<file path="src/rtl/ctrl_pipe_stage.sv">
// Control-path pipeline for a 5-stage CPU: stages the decoder's control bundle
// through ID/EX, EX/MEM and MEM/WB, detects load-use hazards and selects EX forwarding.
module ctrl_pipe_stage #(
  parameter int unsigned CTRL_W = 8,
  parameter int unsigned RA_W   = 5
) (
  input  logic              clk_i,
  input  logic              rst_i,
  input  logic [CTRL_W-1:0] ctrl_i,
  input  logic [RA_W-1:0]   rs_id_i,
  input  logic [RA_W-1:0]   rt_id_i,
  input  logic [RA_W-1:0]   rd_id_i,
  input  logic              flush_i,
  output logic              stall_o,
  output logic              ex_alusrc_o,
  output logic [1:0]        ex_aluop_o,
  output logic [1:0]        fwd_a_o,
  output logic [1:0]        fwd_b_o,
  output logic              mem_read_o,
  output logic              mem_write_o,
  output logic              mem_regwrite_o,
  output logic [RA_W-1:0]   mem_wreg_o,
  output logic              wb_regwrite_o,
  output logic              wb_memtoreg_o,
  output logic [RA_W-1:0]   wb_wreg_o
);

  localparam int unsigned MEM_CTRL_W = 4;
  localparam int unsigned WB_CTRL_W  = 2;

  localparam logic [1:0] FWD_NONE = 2'b00;
  localparam logic [1:0] FWD_WB   = 2'b01;
  localparam logic [1:0] FWD_MEM  = 2'b10;

  // Decoded control bundle layout
  typedef struct packed {
    logic       reg_dst;
    logic [1:0] alu_op;
    logic       alu_src;
    logic       mem_write;
    logic       mem_read;
    logic       mem_to_reg;
    logic       reg_write;
  } ctrl_t;

  typedef struct packed {
    logic mem_write;
    logic mem_read;
    logic mem_to_reg;
    logic reg_write;
  } mem_ctrl_t;

  typedef struct packed {
    logic mem_to_reg;
    logic reg_write;
  } wb_ctrl_t;

  ctrl_t           ex_ctrl;
  logic [RA_W-1:0] ex_rs;
  logic [RA_W-1:0] ex_rt;
  logic [RA_W-1:0] ex_rd;
  logic [RA_W-1:0] ex_wreg;

  mem_ctrl_t       mem_ctrl;
  wb_ctrl_t        wb_ctrl;
  logic            bubble;

  assign ex_wreg = ex_ctrl.reg_dst ? ex_rt : ex_rd;
  assign bubble  = stall_o | flush_i;

  // Load-use hazard: the load in EX writes a register the ID instruction reads
  always_comb begin
    stall_o = 1'b0;
    if (ex_ctrl.mem_read && (ex_wreg != '0) &&
        ((ex_wreg == rs_id_i) || (ex_wreg == rt_id_i))) begin
      stall_o = 1'b1;
    end
  end

  // ID/EX register; a stall or flush inserts an all-zero bubble
  always_ff @(posedge clk_i or negedge rst_i) begin
    if (!rst_i) begin
      ex_ctrl <= '0;
      ex_rs   <= '0;
      ex_rt   <= '0;
      ex_rd   <= '0;
    end else if (bubble) begin
      ex_ctrl <= '0;
      ex_rs   <= '0;
      ex_rt   <= '0;
      ex_rd   <= '0;
    end else begin
      ex_ctrl <= ctrl_t'(ctrl_i[7:0]);
      ex_rs   <= rs_id_i;
      ex_rt   <= rt_id_i;
      ex_rd   <= rd_id_i;
    end
  end

  // EX/MEM register, never stalled
  always_ff @(posedge clk_i or negedge rst_i) begin
    if (!rst_i) begin
      mem_ctrl   <= '0;
      mem_wreg_o <= '0;
    end else begin
      mem_ctrl   <= mem_ctrl_t'(ex_ctrl[MEM_CTRL_W-1:0]);
      mem_wreg_o <= ex_wreg;
    end
  end

  // MEM/WB register
  always_ff @(posedge clk_i or negedge rst_i) begin
    if (!rst_i) begin
      wb_ctrl   <= '0;
      wb_wreg_o <= '0;
    end else begin
      wb_ctrl   <= wb_ctrl_t'(mem_ctrl[WB_CTRL_W-1:0]);
      wb_wreg_o <= mem_wreg_o;
    end
  end

  assign ex_alusrc_o    = ex_ctrl.alu_src;
  assign ex_aluop_o     = ex_ctrl.alu_op;
  assign mem_read_o     = mem_ctrl.mem_read;
  assign mem_write_o    = mem_ctrl.mem_write;
  assign mem_regwrite_o = mem_ctrl.reg_write;
  assign wb_regwrite_o  = wb_ctrl.reg_write;
  assign wb_memtoreg_o  = wb_ctrl.mem_to_reg;

  // Forwarding selects; the younger EX/MEM result wins, r0 never forwards
  always_comb begin
    fwd_a_o = FWD_NONE;
    fwd_b_o = FWD_NONE;
    if (mem_ctrl.reg_write && (mem_wreg_o != '0) && (mem_wreg_o == ex_rs)) begin
      fwd_a_o = FWD_MEM;
    end else if (wb_ctrl.reg_write && (wb_wreg_o != '0) && (wb_wreg_o == ex_rs)) begin
      fwd_a_o = FWD_WB;
    end
    if (mem_ctrl.reg_write && (mem_wreg_o != '0) && (mem_wreg_o == ex_rt)) begin
      fwd_b_o = FWD_MEM;
    end else if (wb_ctrl.reg_write && (wb_wreg_o != '0) && (wb_wreg_o == ex_rt)) begin
      fwd_b_o = FWD_WB;
    end
  end

endmodule
</file>
<file path="config.mk">
export PLATFORM = sky130hd
export DESIGN_NAME = ctrl_pipe_stage
export DESIGN_NICKNAME = d
export VERILOG_FILES = /design/src/rtl/ctrl_pipe_stage.sv
export SDC_FILE = /design/constraint.sdc
export NUM_CORES = 1
export LEC_CHECK = 0
export CAP_MARGIN = 20
export CORE_MARGIN = 5
export CORE_UTILIZATION = 50
export CTS_CLUSTER_SIZE = 24
export DETAILED_ROUTE_END_ITERATION = 8
export MAX_ROUTING_LAYER = met4
export PLACE_DENSITY = 0.87
export SLEW_MARGIN = 10
export SYNTH_ARGS = -nofsm -noshare
export SYNTH_HDL_FRONTEND = slang
export SYNTH_SLANG_ARGS = --single-unit
</file>
<file path="constraint.sdc">
create_clock -name clk_i -period 6.8 [get_ports clk_i]
set_clock_uncertainty 0.2 [all_clocks]
set_input_delay 2.04 -clock clk_i [delete_from_list [all_inputs] [get_ports clk_i]]
set_output_delay 2.04 -clock clk_i [all_outputs]
set_load 0.005 [all_outputs]
</file>
# Yosys cells after proc, flatten, opt, wreduce, memory -nomap -nowiden
# Cells that the tools add are included.
dict set report totals {
  out_inout_bits 23
  regBits 39
  input_bits 26
}
dict set report op_classes {
  eq_ne 6
  reduce_logical 12
  muxes 10
  bitwise 1
}
# operator n
set ops {}
lappend ops {{5-bit equality test} 6}
lappend ops {{5-bit 2-to-1 mux} 4}
lappend ops {{5-bit nonzero test} 3}
lappend ops {{1-bit logical AND} 8}
lappend ops {{8-bit 2-to-1 mux} 1}
lappend ops {{2-bit 2-to-1 mux} 2}
lappend ops {{1-bit 2-to-1 mux} 3}
lappend ops {{1-bit logical OR} 1}
lappend ops {{1-bit bitwise OR} 1}

# Longest topological paths before layout
dict set report depth {
  depth_word 7
  depth_mapped 8
  depth_no_buf 6
}

# Least setup slack after synthesis
# No wires, ideal clock.
dict set report synth_path {
  kind {input to output}
  from {input port rs_id_i[2]}
  to {output port stall_o}
  t_arrival_ns 2.825
  n_path_buf 1
  cell_stages 5
  setup_slack_ns 1.735
  cell_sequence {xnor2_1 > nor3_1 > nand3_1 > a21oi_4 > buf_6}
}
dict set report synth_between {
  elab_chain_len 4
}
# element line
set synth_lines {}
lappend synth_lines {{start, declared} 10} ;# input logic [RA_W-1:0] rs_id_i,
lappend synth_lines {{5-bit equality test} 75} ;# ((ex_wreg == rs_id_i) || (ex_wreg == rt_id_i))) begin
lappend synth_lines {{1-bit logical OR} 75}
lappend synth_lines {{1-bit logical AND} 74} ;# if (ex_ctrl.mem_read && (ex_wreg != '0) &&
lappend synth_lines {{1-bit 2-to-1 mux} 74}
lappend synth_lines {{end, declared} 14} ;# output logic stall_o,
# Every way passes these cells.

# Worst setup path after layout
dict set report layout_path {
  from {input port rs_id_i[0]}
  to {output port stall_o}
}
# The elaborated chain is that of the path after synthesis.

==> summary.txt <==
row cnt -> 21
global-route wire length before repair -> 5706 um
CP endpoint -> stall_o
Congestion Overflow GR -> 0
ANT nets after route -> 0
final-report hold violation count -> 0
cells along the critical path -> clkdlybuf4s50_1 -> xnor2_1 -> nor3_1 -> nand3_1 -> a21oi_4 -> clkdlybuf4s50_1
number of max-cap violations -> 0
crit path kind -> input pin to output pin
die height -> 67.74 um
worst r2r src -> ex_ctrl[7]
Port Buffers -> 48
CTS tree -> built
via count -> 1135
total setup buffers inserted after CTS -> 0
H-tree depth -> 2
Net Count, Synth -> 154
Syn Area/Cell -> 13.02 um2
Num CTS Buffers -> 5
Peak VDD IR -> 0.1264 mV
latest clock arrival within the worst-skew pair -> 0.32 ns
Routed wire per std cell -> 15.65 um
CTS root buffer -> clkbuf_4
placed cells -> 217
Die Width -> 67.74 um
worst reg2reg path depth -> 7
min Tclk post-route -> 5.888 ns
clk buf depth -> 2
DRT iter0 DRCs -> 23
Pre-antenna DRT Iters -> 4
Final period util -> 86.60%
Post-DP Area -> 2163 um2
Data arrival, critical path -> 3.65 ns
Final Non-Filler Cells -> 225
CTS hold repair buffers -> 0
CP endpoint kind -> output pin
Via density -> 5.044
post_cts resized -> 0
CP Buf/Inv Count -> 2
synthesis warning total -> 0
HP Start -> ex_ctrl[1]
Seq cells post-synth -> 39
Pwr per Cell Area -> 207.3 nW/um2
CP top delay family -> buffers and inverters
setup TNS -> 0 ns
n_diodes -> 0
Synth-to-Final Area Change -> 33.93%
reg-to-reg endpoint -> ex_rs[4]
Placer Congestion -> 0.8116
layout net count -> 204
clock sinks -> 39
core box area -> 3284 um2
RSZ-0062 raised after global routing -> no
Worst-path clk slew -> 0.10 ns
Worst Setup Start Kind -> input pin
post-synthesis sequential area ratio -> 58.56%
f_max -> 169.8 MHz
Crit Path Max Fanout -> 2
leakage -> 0.0009773 uW
Mapped Cells -> 128
critical path's largest stage delay -> 0.52 ns
Initial Util -> 50.74%
layout cell share with drive strength beyond 1 -> 6.704%
number of global-route vias before repair -> 1201
DR DRC count -> 0
status -> finished, final reports clean
largest net degree at the start of global routing -> 40
FF-to-FF setup slack -> 4.49 ns
Crit path depth -> 6
Worst Setup SP -> rs_id_i[0]
CP required -> 4.56 ns
total wire length -> 3522 um
DP HPWL -> 2791 um
GRT Resource Usage Total -> 17.85%
Worst-Margin Slew -> 0.8296 ns
die footprint -> 4588 um2
fillcell total -> 251
setup violators final -> 0
fin. max-slew vios -> 0
most frequent CP cell -> clkdlybuf4s50_1
synth unique cells -> 18
Rel. slew slack -> 44.52%
HP Class -> flip-flop to flip-flop
io pins -> 49
slowest CP cell -> clkdlybuf4s50_1
Post-Syn Area -> 1667 um2
cell area after layout -> 2232 um2
initial antenna violation count -> 0
[cells by family (layout without fill, tap and decap cells)]
| logic type | Yosys count | in the layout | share of synthesized area [%] |
|---|---|---|---|
| multiplexers | 5 | 5 | 3.454 |
| buffers and inverters | 12 | 63 | 4.504 |
| AO/OA/AOI/OAI | 4 | 4 | 1.877 |
| AND/OR/NAND/NOR | 38 | 38 | 15.84 |
| XOR/XNOR | 30 | 30 | 15.77 |
| flip-flops | 39 | 39 | 58.56 |
[worst register-to-register path: stages (launching register included)]
cell     delay [ns]
dfrtp_1        0.52
mux2i_2        0.44
xnor2_1        0.13
nor3_1         0.17
nand3_1        0.14
a21oi_4        0.18
buf_4          0.27
nor3b_1        0.10
[layout make-up]
class,count,area [um2],share of cell area (%)
Tap cell,46,57.56,2.578
Inverter,5,18.77,0.8408
Clock buffer,8,68.82,3.083
Multi-Input combinational cell,77,615.6,27.58
Sequential cell,39,975.9,43.72
Timing Repair Buffer,50,495.5,22.20
[synthesized netlist by cell type]
cell       n  area [um2]
clkbuf_1   2       7.510
dfrtp_1   39       975.9
xnor2_1   12       105.1
buf_4      2       15.01
nand4_1    1       6.260
or4_1      4       30.03
nor3_1     2       10.01
a21oi_4    1       16.27
nor3b_1   23       172.7
o21ai_0    1       5.000
nor4_1     4       25.02
xor2_1    18       157.7
buf_6      3       33.78
o21ai_1    2       10.01
inv_1      5       18.77
nand3_1    4       20.02
mux2i_1    3       30.03
mux2i_2    2       27.53
[metal layers]
layer | track usage (%) | share of wire [%] | up-vias
li1 | - | - | 535
met1 | 19.98 | 39 | 566
met2 | 31.96 | 56 | 30
met3 | 2.496 | 3.7 | 4
met4 | 6.835 | 1.4 | 0
met5 | - | 0 | -
[power breakdown]
part           total [uW]  switching [uW]  internal, uW
Clock                 127            66.6          60.9
Sequential            260            14.1           246
Combinational        75.6            29.5          46.1
Total                 463             110           353
[how the worst min path moves through the flow]
stage / endpoint / slack [ns] / cells past startpoint
finish: mem_ctrl[1] / 0.16 / 0
detailed placement: mem_ctrl[1] / 0.14 / 0
global route: mem_regwrite_o / 0.18 / 0
floorplan: mem_ctrl[1] / 0.13 / 0
global placement: mem_write_o / 0.13 / 0
CTS: mem_ctrl[1] / 0.16 / 0
[cell usage in the layout (no fill, tap or decap)]
| cell | synthesis | routed |
|---|---|---|
| nor3b_1 | 23 | 23 |
| o21ai_0 | 1 | 1 |
| clkdlybuf4s50_1 | 0 | 48 |
| xnor2_1 | 12 | 12 |
| nand4_1 | 1 | 1 |
| clkbuf_1 | 2 | 1 |
| or4_1 | 4 | 4 |
| o21ai_1 | 2 | 2 |
| nor4_1 | 4 | 4 |
| mux2i_2 | 2 | 2 |
| clkbuf_4 | 0 | 5 |
| xor2_1 | 18 | 18 |
| a21oi_4 | 1 | 1 |
| clkbuf_8 | 0 | 2 |
| nand3_1 | 4 | 4 |
| dfrtp_1 | 39 | 39 |
| mux2i_1 | 3 | 3 |
| buf_4 | 2 | 2 |
| inv_1 | 5 | 5 |
| nor3_1 | 2 | 2 |
[per-stage QoR]
stage / util, % / total power, uW / hold slack, ns / setup slack (ns)
2_1_floorplan: - / 296.8 / 0.1312 / 1.735
3_3_place_gp: 65.87 / 336.6 / 0.1326 / 0.9247
3_5_place_dp: 65.87 / 340.9 / 0.1378 / 0.9036
4_1_cts: 67.96 / 468.1 / 0.1625 / 0.9011
5_1_grt: 67.96 / 484.8 / 0.1783 / 0.8374
6_report: 67.96 / 462.8 / 0.1605 / 0.9115
[registers in the layout (all words and copies together) (netlist names), 2 cells and up]
signal and flops:
ex_rt 5, ex_rs 5, ex_rd 5, ex_ctrl 5, wb_wreg_o 5, mem_wreg_o 5
ex_aluop_o 2
Note: power is estimated with default switching activity, not from simulation.
